**config.mk**
```make
export PLATFORM = sky130hd
export DESIGN_NAME = reg_file_mp
export DESIGN_NICKNAME = d
export VERILOG_FILES = /design/src/rtl/regfile_pkg.sv /design/src/rtl/reg_scoreboard.sv /design/src/rtl/reg_file_mp.sv
export SDC_FILE = /design/constraint.sdc
export NUM_CORES = 1
export LEC_CHECK = 0
export CORE_MARGIN = 1.5
export CORE_UTILIZATION = 65
export DETAILED_ROUTE_END_ITERATION = 6
export HOLD_SLACK_MARGIN = 0.15
export PLACE_DENSITY = 0.85
export REMOVE_ABC_BUFFERS = 1
export SKIP_CTS_REPAIR_TIMING = 1
export SLEW_MARGIN = 5
export SYNTH_ARGS = -nofsm -noshare
export SYNTH_HDL_FRONTEND = slang
export SYNTH_SLANG_ARGS = --single-unit
```
**constraint.sdc**
```tcl
create_clock -name clk -period 13.8 [get_ports clk]
set_clock_uncertainty 0.2 [all_clocks]
set_input_delay 3.45 -clock clk [delete_from_list [all_inputs] [get_ports clk]]
set_output_delay 3.45 -clock clk [all_outputs]
set_load 0.01 [all_outputs]
```
**src/rtl/regfile_pkg.sv**
```systemverilog
// Shared regfile defaults, CPU reset image and popcount helper.
// Pure declarations: no latency, no backpressure.
package regfile_pkg;

  localparam int DATA_W_DEF = 16;
  localparam int ADDR_W_DEF = 4;
  localparam int POP_MAX    = 256;

  // r15 down to r0; register i lives at [i*16 +: 16]
  localparam logic [16*16-1:0] CPU_RESET_IMAGE = {
    16'h0000, 16'h0000, 16'h0002, 16'hCCCC,
    16'h0000, 16'h0000, 16'h0000, 16'h8888,
    16'h00FF, 16'h6666, 16'h0040, 16'hF0FF,
    16'hF033, 16'h0050, 16'hFFFF, 16'h0000
  };

  function automatic int unsigned popcount(input logic [POP_MAX-1:0] v);
    int unsigned n;
    n = 0;
    for (int i = 0; i < POP_MAX; i++) begin
      if (v[i]) n++;
    end
    return n;
  endfunction

endpackage

```
**src/rtl/reg_scoreboard.sv**
```systemverilog
// Per-register busy scoreboard with registered busy count; set beats clear on the same address.
// Updates one edge after set/clear; no backpressure.
module reg_scoreboard
  import regfile_pkg::*;
#(
  parameter int ADDR_W  = ADDR_W_DEF,
  parameter int ZERO_R0 = 0
) (
  input  logic                     clk,
  input  logic                     rst,
  input  logic                     clrAEn,
  input  logic [ADDR_W-1:0]        clrAAddr,
  input  logic                     clrBEn,
  input  logic [ADDR_W-1:0]        clrBAddr,
  input  logic                     setEn,
  input  logic [ADDR_W-1:0]        setAddr,
  output logic [(1<<ADDR_W)-1:0]   busy,
  output logic [ADDR_W:0]          busyCnt
);

  localparam int DEPTH = 1 << ADDR_W;
  localparam int CNT_W = ADDR_W + 1;

  logic [DEPTH-1:0]   busyNext;
  logic [POP_MAX-1:0] popExt;

  always_comb begin
    busyNext = busy;
    if (clrAEn) busyNext[clrAAddr] = 1'b0;
    if (clrBEn) busyNext[clrBAddr] = 1'b0;
    if (setEn)  busyNext[setAddr]  = 1'b1;
    if (ZERO_R0 != 0) busyNext[0] = 1'b0;
    popExt = '0;
    popExt[DEPTH-1:0] = busyNext;
  end

  // Count is taken from the next-state vector so it lands on the same edge as busy
  always_ff @(posedge clk or negedge rst) begin
    if (!rst) begin
      busy    <= '0;
      busyCnt <= '0;
    end else begin
      busy    <= busyNext;
      busyCnt <= CNT_W'(popcount(popExt));
    end
  end

endmodule

```
**src/rtl/reg_file_mp.sv**
```systemverilog
// Multi-port register file: two prioritised write ports, NUM_RD combinational reads, busy scoreboard.
// Reads zero latency (optional same-cycle bypass); writes visible next cycle; no backpressure.
module reg_file_mp
  import regfile_pkg::*;
#(
  parameter int DATA_W  = DATA_W_DEF,
  parameter int ADDR_W  = ADDR_W_DEF,
  parameter int NUM_RD  = 3,
  parameter int BYPASS  = 1,
  parameter int ZERO_R0 = 0,
  parameter logic [(1<<ADDR_W)*DATA_W-1:0] RESET_IMAGE = '0
) (
  input  logic                     clk,
  input  logic                     rst,
  input  logic [NUM_RD*ADDR_W-1:0] rd_addr,
  output logic [NUM_RD*DATA_W-1:0] rd_data,
  output logic [NUM_RD-1:0]        rd_busy,
  input  logic                     wa_en,
  input  logic [ADDR_W-1:0]        wa_addr,
  input  logic [DATA_W-1:0]        wa_data,
  input  logic                     wb_en,
  input  logic [ADDR_W-1:0]        wb_addr,
  input  logic [DATA_W-1:0]        wb_data,
  input  logic                     sb_set,
  input  logic [ADDR_W-1:0]        sb_addr,
  output logic [ADDR_W:0]          busy_cnt,
  output logic                     wr_conflict
);

  localparam int DEPTH = 1 << ADDR_W;

  logic [DATA_W-1:0] regs [DEPTH];
  logic [DEPTH-1:0]  busy;
  logic              aOk, bOk, conflict, weA, weB;

  // Writes to a hard-wired r0 are dropped before arbitration, so they never conflict
  assign aOk      = wa_en && !((ZERO_R0 != 0) && (wa_addr == '0));
  assign bOk      = wb_en && !((ZERO_R0 != 0) && (wb_addr == '0));
  assign conflict = aOk && bOk && (wa_addr == wb_addr);
  assign weA      = aOk;
  assign weB      = bOk && !conflict;

  always_ff @(posedge clk or negedge rst) begin
    if (!rst) begin
      for (int i = 0; i < DEPTH; i++) begin
        regs[i] <= ((ZERO_R0 != 0) && (i == 0)) ? '0 : RESET_IMAGE[i*DATA_W +: DATA_W];
      end
      wr_conflict <= 1'b0;
    end else begin
      if (weA) regs[wa_addr] <= wa_data;
      if (weB) regs[wb_addr] <= wb_data;
      wr_conflict <= conflict;
    end
  end

  reg_scoreboard #(
    .ADDR_W  (ADDR_W),
    .ZERO_R0 (ZERO_R0)
  ) u_sb (
    .clk      (clk),
    .rst      (rst),
    .clrAEn   (wa_en),
    .clrAAddr (wa_addr),
    .clrBEn   (wb_en),
    .clrBAddr (wb_addr),
    .setEn    (sb_set),
    .setAddr  (sb_addr),
    .busy     (busy),
    .busyCnt  (busy_cnt)
  );

  for (genvar k = 0; k < NUM_RD; k++) begin : g_rd
    logic [ADDR_W-1:0] addr;
    logic [DATA_W-1:0] data;
    logic              busyBit;

    assign addr = rd_addr[k*ADDR_W +: ADDR_W];

    always_comb begin
      data    = regs[addr];
      busyBit = busy[addr];
      if (BYPASS != 0) begin
        if (weB && (wb_addr == addr)) data = wb_data;
        if (weA && (wa_addr == addr)) data = wa_data;
        if (((wa_en && (wa_addr == addr)) || (wb_en && (wb_addr == addr))) &&
            !(sb_set && (sb_addr == addr)))
          busyBit = 1'b0;
      end
      if ((ZERO_R0 != 0) && (addr == '0)) data = '0;
    end

    assign rd_data[k*DATA_W +: DATA_W] = data;
    assign rd_busy[k] = busyBit;
  end

endmodule

```
# Yosys cells after proc, flatten, opt, wreduce, memory -nomap -nowiden
# Cells that the tools add are included.
# W data, S select, Z words.
# word_totals
wordCells	157
ff_bits	278
in_bits	61
# classes
n_eq_ne	10
bitwise_logic	10
mux	57
magnitude_cmp	16
n_reduce_logical	30
addsub	15
# op_table
op	count
$bwmux W256	2
$mux W256	2
$mux W16	17
$bmux W16 S4	3
$demux W16 S4	2
$mux W5	14
$add A5 B1 Y5 const B	13
$eq A4 B4 Y1	10
$and A16 B16 Y16	2
$not A16 Y16	2
$lt A4 B5 Y1 const B	6
$ge A5 B5 Y1 const B	5
$not A4 Y5	5
$logic_and A1 B1 Y1	23
$or A16 B16 Y16	1
$bmux W1 S4	3
$demux W1 S4	3
$ge A4 B1 Y1 const B	3
$lt A5 B1 Y1 const B	2
$mux W1	10
$logic_not A1 Y1	4
$add A2 B1 Y3 const B	1
$logic_or A1 B1 Y1	3
$add A1 B1 Y2 const B	1
$mux W2	1

# Depth between registers and ports, before layout
# Gate-level depths: netlist of run 1.
# depth
depth_word	42
depth_mapped	46
ltp_nobuf	44

# Cells and area by module
# A second synthesis of run 1 with hierarchy kept.
# hier_totals
cells_unflattened	2260
area_unflattened_um2	22880.7
# by_module_without_submodules
mod	n_inst	cells_each	area_each_um2
reg_file_mp	1	1940	20105.5
reg_scoreboard	1	320	2775.2

# Worst setup path before layout of run 1
# No wires, ideal clock.
# synth_timing
kind	input -> register
from	input wa_addr[3]
to	register u_sb.busyCnt[4]
path_stages	45
t_required_ns	13.520
arrival_ns	11.241
slack_ns	2.279
setup_time_ns	0.080
cell_sequence	buf_2 -> or3b_1 -> buf_2 -> o221ai_1 -> nand2_1 -> inv_1 -> ha_1 -> buf_1 -> xnor2_4 -> ha_1 -> xnor2_1 -> mux2i_1 -> xor2_1 -> nor2_1 -> nor2_1 -> ha_1 -> a21oi_1 -> a211oi_1 -> [... 9 more ...] -> ha_1 -> inv_1 -> o2bb2ai_1 -> xnor2_1 -> a21oi_1 -> ha_1 -> nor2b_1 -> a21oi_1 -> xor2_1 -> mux2_2 -> ha_1 -> nand2_1 -> o21ai_0 -> ha_1 -> nand2_1 -> or4_1 -> mux2i_1 -> xnor2_1
# synth_between
elab_chain_cells	42
# synth_rtl
element	line	source
start: declaration	reg_file_mp.sv:19	input logic [ADDR_W-1:0] wa_addr,
$lt A4 B5 Y1 (implied by the code) or $ge A4 B1 Y1 (tied branches)	reg_scoreboard.sv:29	if (clrAEn) busyNext[clrAAddr] = 1'b0;
$logic_and A1 B1 Y1 (implied by the code)	reg_scoreboard.sv:29	
$mux W1 (implied by the code)	reg_scoreboard.sv:29	
$demux W1 S4 *	n/a	
$not A16 Y16 (no source line) *	n/a	
$and A16 B16 Y16 (no source line) *	n/a	
$mux W16 *	reg_scoreboard.sv:29	
$and A16 B16 Y16 (no source line)	n/a	
[... 26 more ...]	n/a	
$add A5 B1 Y5	regfile_pkg.sv:21	if (v[i]) n++;
$mux W5	regfile_pkg.sv:21	
$add A5 B1 Y5	regfile_pkg.sv:21	
$mux W5	regfile_pkg.sv:21	
$add A5 B1 Y5	regfile_pkg.sv:21	
$mux W5	regfile_pkg.sv:21	
$add A5 B1 Y5	regfile_pkg.sv:21	
$mux W5 *	regfile_pkg.sv:21	
end signal: assignment	reg_scoreboard.sv:44	busyCnt <= CNT_W'(popcount(popExt));
end: declaration	reg_scoreboard.sv:18	output logic [ADDR_W:0] busyCnt
# Every way passes the cells marked *; elsewhere a longest branch is shown, timed or not.

# Final worst setup path of run 1
# layout_timing
from	input wa_addr[2]
to	register u_sb.busyCnt[4]
# Same word-level chain as after synthesis.

==> impl_metrics.csv, run 1 <==
group,metric,value,unit
place,portBuffers,117,
run_status,status,"finished clean",
place,place_congestion,0.908,
clocking,path_clk_slew,0.06,ns
die,rows,67,
global_route,antenna_found_initial,1,
sta,setup-tns-final,0,ns
global_route,grt_pass1_wl,114000,um
place,dp_hpwl,43600,um
clocking,root_buffer,"clkbuf_16",
setup_path,cp.required,14.09,ns
detailed_routing,drtIter0Drc,2893,
setup_path,end_kind,"flop",
power,p_leak,9.81,nW
setup_path,regToRegStartpoint,"u_sb.busy[1]",
sta,setup_viol,0,
die,io_pins,118,
synth,synth_area,0.0224,mm2
sta,hold_viol,0,
detailed_routing,drt-total-wl,74900,um
detailed_routing,via_count,19008,
die,die_x,188,um
flow_run,cap_violations,0,
sta,max_slew_margin,0.196,
sta,max_freq,79.9,MHz
sta,tightest_slew,1.21,ns
finish,drive_gt1_frac,0.213,
setup_path,worst-path-stages,43,
setup_path,r2r-end,"u_sb.busyCnt[4]",
clocking,cts_tree,"yes",
synth,ys_warn_count,0,
detailed_routing,drc_errors,0,
setup_path,worstSetupPathType,"primary input to flop",
setup_path,worst-r2r-cell-count,40,
synth,ys_ff_latch,278,
die,dieArea,0.0355,mm2
die,fp.dieH,188,um
sta,rsz0062_at_grt,"no",
sta,slew_viol_final,0,
synth,synthArstFlopShare,1.00,
setup_path,setup.worst_path.start,"wa_addr[2]",
sta,fin_crit,12.51,ns
global_route,grt_pass1_vias,19344,
finish,antenna_cells,0,
die,start_util,0.663,
clocking,cts_buffers,30,
power,ir_drop,0.365,mV
synth,yosysSeqAreaShare,0.311,
setup_path,crit_end,"u_sb.busyCnt[4]",
detailed_routing,postRouteAntennaNets,0,
place,place_inst,2480,
global_route,overflow,0,
clocking,clock_latency,0.57,ns
setup_path,cpMaxStageDelayCell,"or3b_1",
setup_path,worstPathArrival,12.80,ns
setup_path,crit_path_max_incr_delay,0.59,ns
global_route,grt_max_degree,82,
finish,synthToLayoutAreaGrowth,10.7,%
detailed_routing,firstDrtPassIters,6,
clocking,clock_sinks,278,
synth,syn_avg_cell_area,10.7,um2
setup_path,startpoint_type,"primary input",
sta,finalCritPeriodShare,0.907,
power,p_per_area,178,mW/mm2
synth,synthDistinctLibCells,73,
setup_path,crit_family,"adder cells",
setup_path,cp_num_buf_inv,3,
setup_path,cp_max_fo,8,
finish,nNetsFinal,2140,
clocking,htree_levels,1,
setup_path,critPathMostFrequentCell,"ha_1",
finish,layout.cells.non_filler,2534,
worst_hold_path,holdCritPathClass,"flop to flop",
synth,ys.flop_type,"dfrtp_1",
global_route,grt_usage,0.428,
clocking,cts_buffer_depth,3,
setup_path,worst-r2r-setup-slack,5.00,ns
synth,synth_edf_count,0,
synth,netlist_instances,2092,
die,core,0.0337,mm2
finish,fillers,2186,
detailed_routing,viasPerCell,7.50,
detailed_routing,post_drt_wl_per_cell,29.6,um
[per-layer routing]
layer / part of all wire / track usage / wire length, um
met4: 0.087 / 0.307 / 6520
met1: 0.33 / 0.531 / 24400
met3: 0.14 / 0.126 / 10600
met5: 0.00017 / 0 / 13
met2: 0.44 / 0.645 / 33300
[worst min path at each step]
stage                            to  slack, ns  startpoint  depth (start not counted)
after global placement    regs[140]       0.38   regs[140]                          2
final                      regs[69]       0.41    regs[69]                          2
after global routing      regs[151]       0.44   regs[151]                          2
after floorplan            regs[80]       0.36    regs[80]                          2
after detailed placement   regs[21]       0.40    regs[21]                          2
after CTS                  regs[69]       0.41    regs[69]                          2
[logic make-up (layout without fill, tap and decap cells)]
group                    Yosys count  in the layout  share of synthesized area
multiplexers                     571            571                      0.399
AND/OR/NAND/NOR                  491            491                     0.0939
AO/OA/AOI/OAI                    388            388                     0.0958
flip-flops                       278            278                      0.311
buffers and inverters            251            245                     0.0439
XOR/XNOR                          98             98                     0.0480
adder cells (fa/ha/maj)           15             15                    0.00840
[cell usage in the layout (no fill, tap or decap), types with 3 or more instances in the layout]
cell type and n:
buf_2 3, xnor2_2 3, dfrtp_1 278, clkbuf_16 30, or3b_1 3, clkbuf_1 6, clkbuf_8 7, xnor2_1 43
xnor2_4 5, o21ai_0 319, a21oi_1 15, and2_1 9, nor4_2 3, o22ai_1 11, mux4_2 255, clkdlybuf4s50_1 107
nand2b_1 13, buf_4 62, mux2i_1 310, a21o_1 3, or4_1 3, or3_1 3, or2_2 11, xor2_1 40
nor4_1 7, nor2_2 26, mux2_2 6, nand3b_1 6, inv_1 15, inv_2 3, a211oi_1 5, bufinv_16 6
nand3_1 16, nor2_1 25, ha_1 15, nor2b_1 3, o221ai_1 6, nand2_1 346, nor3_1 5
[worst register-to-register path, delay by kind of cell (launching register included)]
family | cells | cell delay [ns]
adder cells (fa/ha/maj) | 8 | 2.47
multiplexers | 4 | 0.86
buffers and inverters | 1 | 0.07
XOR/XNOR | 8 | 1.57
AND/OR/NAND/NOR | 10 | 1.53
flip-flops | 1 | 0.42
AO/OA/AOI/OAI | 9 | 1.60
[power breakdown]
group / total [W] / internal, W / switching [W]
registers: 0.00125 / 0.00103 / 0.000222
logic: 0.00225 / 0.00117 / 0.00108
clock network: 0.000898 / 0.000548 / 0.000350
[sequential cells by signal (all words and copies together), names as in the netlist]
name / flops
regs: 256
u_sb.busy: 16
u_sb.busyCnt: 5
wr_conflict: 1
[area by class of cell]
type | instances | area [um2] | share of cell area
Sequential cell | 278 | 6960 | 0.281
Inverter | 18 | 67.6 | 0.00273
Tap cell | 448 | 561 | 0.0227
Clock inverter | 11 | 223 | 0.00900
Timing Repair Buffer | 173 | 1570 | 0.0633
Multi-Input combinational cell | 1563 | 14500 | 0.586
Clock buffer | 43 | 870 | 0.0352
[per-stage QoR]
step | hold WS, ns | util | setup WS (ns) | power, W | area [um2]
6_report | 0.409 | 0.734 | 1.29 | 0.00439 | 24700
5_1_grt | 0.444 | 0.734 | 0.606 | 0.00462 | 24700
4_1_cts | 0.409 | 0.734 | 1.37 | 0.00436 | 24700
3_5_place_dp | 0.396 | 0.702 | 0.838 | 0.00344 | 23600
3_3_place_gp | 0.376 | 0.702 | 1.26 | 0.00331 | 23600
2_1_floorplan | 0.357 | - | 2.51 | 0.00282 | 21400
[synth_stat cells (11+ instances only)]
library cell | n | area (um2)
mux4_2 | 255 | 5740
dfrtp_1 | 278 | 6960
nand3_1 | 16 | 80.1
xor2_1 | 40 | 350
o21ai_0 | 319 | 1600
nand2b_1 | 13 | 81.3
o22ai_1 | 11 | 68.8
xnor2_1 | 43 | 377
a21oi_1 | 15 | 75.1
nor2_1 | 49 | 184
or2_2 | 11 | 68.8
nand2_1 | 346 | 1300
buf_1 | 79 | 297
buf_2 | 11 | 55.1
ha_1 | 15 | 188
clkbuf_1 | 137 | 514
mux2i_1 | 310 | 3100
inv_1 | 15 | 56.3
No activity file was read; power rests on OpenSTA's default activity.
==> run 2, diff against run 1 <==
==> constraint.sdc (replaced) <==
create_clock -name clk -period 13.8 [get_ports clk]
set_clock_uncertainty 0.2 [all_clocks]
set_input_delay 3.45 -clock clk [delete_from_list [all_inputs] [get_ports clk]]
set_output_delay 3.45 -clock clk [all_outputs]
set_load 0.1 [all_outputs]
==> run 2 against run 1 <==
  * The flow now finishes with violations (DRC)
  * Die area is the same
  * Cell count is essentially flat
  * Routed wire length grew 1.6%
  * Critical path type unchanged
==> impl_metrics.csv, run 2 (same netlist as run 1, synthesis figures left out) <==
group,metric,value,unit
run_status,status,"finished with violations",
run_status,violations,"DRC",
clocking,root_buffer,"clkbuf_16",
detailed_routing,drt-total-wl,76100,um
global_route,grt_usage,0.433,
place,pre_cts_slack,0.865,ns
setup_path,critPathMostFrequentCell,"ha_1",
power,p_leak,9.82,nW
finish,synthToLayoutAreaGrowth,10.8,%
global_route,overflow,0,
finish,drive_gt1_frac,0.214,
global_route,use_met2,0.647,
setup_path,cp_max_fo,8,
clocking,path_clk_slew,0.06,ns
finish,largest_reg_flops,256,
sta,finalCritPeriodShare,0.902,
finish,layout.cells.non_filler,2536,
finish,final_cell_area,0.0248,mm2
clocking,clock_latency,0.59,ns
sta,setup-tns-final,0,ns
place,dpl_cell_area,0.0236,mm2
sta,rsz0062_at_grt,"no",
global_route,use_met3,0.145,
setup_path,worstSetupPathType,"primary input to flop",
worst_hold_path,min-delay-start,"regs[6]",
place,dp_hpwl,44400,um
finish,final_cell_mix,"nand2_1, o21ai_0, mux2i_1",
finish,final_common_cell,"nand2_1",
clocking,cts_tree,"yes",
power,p_per_area,194,mW/mm2
setup_path,crit_path_max_incr_delay,0.58,ns
global_route,grt_pass1_wl,115000,um
die,dieArea,0.0355,mm2
setup_path,worstPathArrival,12.76,ns
setup_path,startpoint_type,"primary input",
die,rows,67,
place,place_congestion,0.900,
sta,setup_slack,1.35,ns
global_route,grt_max_degree,177,
clocking,clock_sinks,278,
power,ir_drop,0.381,mV
die,start_util,0.663,
global_route,grt_pass1_vias,19396,
setup_path,setup.worst_path.start,"wa_addr[2]",
clocking,htree_levels,1,
finish,antenna_cells,0,
clocking,cts_buffers,31,
die,core,0.0337,mm2
setup_path,end_kind,"flop",
die,io_pins,118,
sta,setup_viol,0,
setup_path,cp.required,14.12,ns
sta,hold_viol,0,
sta,max_slew_margin,0.204,
detailed_routing,drtIter0Drc,2796,
die,die_x,188,um
worst_hold_path,holdCritPathClass,"flop to flop",
sta,slew_viol_final,0,
flow_run,cap_violations,0,
sta,fin_crit,12.45,ns
sta,tightest_slew,1.18,ns
sta,max_freq,80.3,MHz
detailed_routing,post_drt_wl_per_cell,30.0,um
place,portBuffers,117,
finish,nNetsFinal,2139,
setup_path,cpMaxStageDelayCell,"or3b_1",
detailed_routing,postRouteAntennaNets,0,
die,fp.dieH,188,um
setup_path,regToRegStartpoint,"u_sb.busy[1]",
clocking,cts_buffer_depth,3,
finish,regMostFlops,"regs",
place,place_inst,2478,
detailed_routing,viasPerCell,7.47,
detailed_routing,drc_errors,7,
global_route,antenna_found_initial,3,
detailed_routing,firstDrtPassIters,7,
finish,reg.largest.list,"regs (256), u_sb.busy (16), u_sb.busyCnt (5)",
global_route,met1_usage,0.523,
detailed_routing,via_count,18955,
global_route,top_usage_layer,"met2",
==> run 2: changes by cell type in the layout (fill, tap and decap cells not counted), sizes merged <==
cell / delta
clkinv: +3
buf: -2
bufinv: -1
clkbuf: +1
inv: +1
==> run 2: area by class of cell <==
| cell class | instances | area, um2 |
|---|---|---|
| multi-input combinational | 1563 | 14500 |
| fill | 2139 | 8940 |
| sequential | 278 | 6960 |
| timing repair buffer | 171 | 1560 |
| clock buffer | 44 | 905 |
| tap | 448 | 561 |
| clock inverter | 14 | 216 |
| inverter | 18 | 67.6 |
==> run 2: power by group <==
group / total, W / internal [W] / switching, W
logic: 0.00265 / 0.00117 / 0.00148
clock network: 0.000914 / 0.000550 / 0.000365
registers: 0.00125 / 0.00103 / 0.000221
==> run 2: worst paths after layout <==
check | end | slack (ns) | cells after the start
setup / recovery | u_sb.busyCnt[4] | 1.35 | 43
max in group asynchronous | u_sb.busy[3] | 9.17 | 2
min in group asynchronous | regs[168] | 2.68 | 1
setup reg to reg | u_sb.busyCnt[4] | 5.08 | 40
hold / removal | regs[6] | 0.41 | 2
hold reg to reg | regs[6] | 0.41 | 2
==> run 2: layer usage <==
layer | vias up | routed length, um
met4 | 4 | 6840
met1 | 9081 | 24600
met5 | - | 31
met3 | 502 | 11200
li1 | 7673 | -
met2 | 1695 | 33500
==> run 2: metrics by stage <==
stage / total power, W / utilization / hold WS [ns]
after floorplan: 0.00322 / - / 0.357
after global placement: 0.00371 / 0.702 / 0.377
after detailed placement: 0.00384 / 0.702 / 0.398
after CTS: 0.00477 / 0.735 / 0.414
after global routing: 0.00505 / 0.735 / 0.438
final: 0.00481 / 0.735 / 0.415
==> run 2: worst max-delay path: cells and delay by family <==
family                     cells  cell delay, ns
adders and majority gates      8            2.41
and+or+nand+nor               11            1.94
AOI/OAI and AO/OA              9            1.79
xor gates and xnor gates       8            1.57
muxes                          4            0.84
buffers and inverters          3            0.73
==> RTL edit (flow settings as in run 1) <==
The output `wr_conflict` loses its register stage (`wr_conflict` becomes a continuous assignment).
--- a/src/rtl/reg_file_mp.sv
+++ b/src/rtl/reg_file_mp.sv
@@ -45,13 +45,13 @@
       for (int i = 0; i < DEPTH; i++) begin
         regs[i] <= ((ZERO_R0 != 0) && (i == 0)) ? '0 : RESET_IMAGE[i*DATA_W +: DATA_W];
       end
-      wr_conflict <= 1'b0;
     end else begin
       if (weA) regs[wa_addr] <= wa_data;
       if (weB) regs[wb_addr] <= wb_data;
-      wr_conflict <= conflict;
     end
   end
+
+  assign wr_conflict = conflict;
 
   reg_scoreboard #(
     .ADDR_W  (ADDR_W),
Formal check against the unedited RTL: not equivalent (Yosys sat finds a counterexample within 4 cycles, from zero or initial values and one cycle with rst low).
==> RTL edit against run 1 <==
- cell area down 0.47%
- via count decreased by 0.43%
- largest cell class unchanged
- routed wire length is 2.5% lower
- worst setup slack got worse by 0.041 ns
- total power shrank 1.6%
- sequential cell count shrank 1
- count of clock-buffer cells in the layout shrank 3
- synthesized area shrank 0.11%
- critical path type unchanged
==> RTL edit: results (changes against run 1) <==
status=completed; Post-Synth Adder-Cell Area=0.841% (+0.00094 points); DR pass1 iterations=6 (unchanged); biggest regs=regs x256, u_sb.busy x16, u_sb.busyCnt x5; nets@finish=2141 (+0.047%); CTS buffer count=31 (+3.3%); first-pass GRT wire length=112 mm (-1.9%); Worst R2R Setup Slack=5.02 ns (+0.02 ns); crit path max fanout=8 (unchanged); post-synthesis mux area share=39.9% (+0.045 points); top cells by area, synth=dfrtp_1 (31%), mux4_2 (26%), mux2i_1 (14%); Cell Area, Placed=23600 um2 (about the same); worst vdd ir=0.354 mV (-3.0%); hold path start=regs[140]; routed vias/inst=7.48 (-0.31%); share of cells above drive strength 1=21.3% (about the same); CTS root buf=clkbuf_16; PD cells=176 nW/um2 (-1.2%); Clock group=0.830 mW (-7.6%); vias in the first global route=19400 (+0.13%); Setup TNS=0 ns (unchanged); worst hold endpoint=regs[140]; number of DRC markers in iteration 0=2542 (-12%); Synth Area in Compound Gates=9.59% (+0.011 points); CP Launch Point=wa_addr[2]; Sw Share=38.2% (+0.57 points); sequential share of the synthesized area=31.0% (-0.077 points); depth of the CTS H-tree=1 (unchanged); Synth async-reset ratio=100% (unchanged); DPL Wire Length=43.5 mm (-0.17%); Total GRT Usage=41.6% (-1.2 points); sequential cell power=1.24 mW; wire length on met3=9.74 mm (-8.5%); crit path DAT=12.84 ns (+0.04 ns); DRT met1 WL=24.2 mm (-0.92%); RR Startpoint=u_sb.busy[1]; met3 GRT Util=12.2% (-0.37 points); Top Layer Used=met4; top post-synthesis cells by count=nand2_1 (346), o21ai_0 (319), mux2i_1 (310), dfrtp_1 (277), mux4_2 (255); met2 wire length=32.9 mm (-1.2%); gpl congestion=0.920 (+1.3%); Slew Limit Headroom=29.1% (+9.5 points); met2 GRT Util=63.5% (-0.98 points); largest net degree at the start of global routing=81 (-1.2%); CP max stage cell=clkdlybuf4s50_1; GRT met1 Usage=50.7% (-2.5 points); Leak=9.75 nW (-0.52%); post-synthesis xor/xnor area fraction=4.80% (+0.0054 points); wire per inst=28.9 um (-2.4%)
[RTL edit: changes by cell type after synthesis, sizes merged]
cell	before	now
dfrtp	278	277
[RTL edit: area by class of cell]
| cell class | instances | area (um2) |
|---|---|---|
| timing repair buffer | 174 | 1570 |
| fill | 2246 | 9080 |
| sequential | 277 | 6930 |
| tap | 448 | 561 |
| antenna | 1 | 2.50 |
| inverter | 18 | 67.6 |
| multi-input combinational | 1563 | 14500 |
| clock buffer | 40 | 860 |
| clock inverter | 10 | 131 |
[RTL edit: through the flow]
stage | hold WS (ns) | std cells | worst slack [ns]
3_5_place_dp | 0.399 | 2480 | 0.846
3_3_place_gp | 0.375 | 2480 | 1.28
6_report | 0.418 | 2531 | 1.25
2_1_floorplan | 0.357 | 1858 | 2.51
5_1_grt | 0.430 | 2531 | 0.588
4_1_cts | 0.416 | 2530 | 1.36
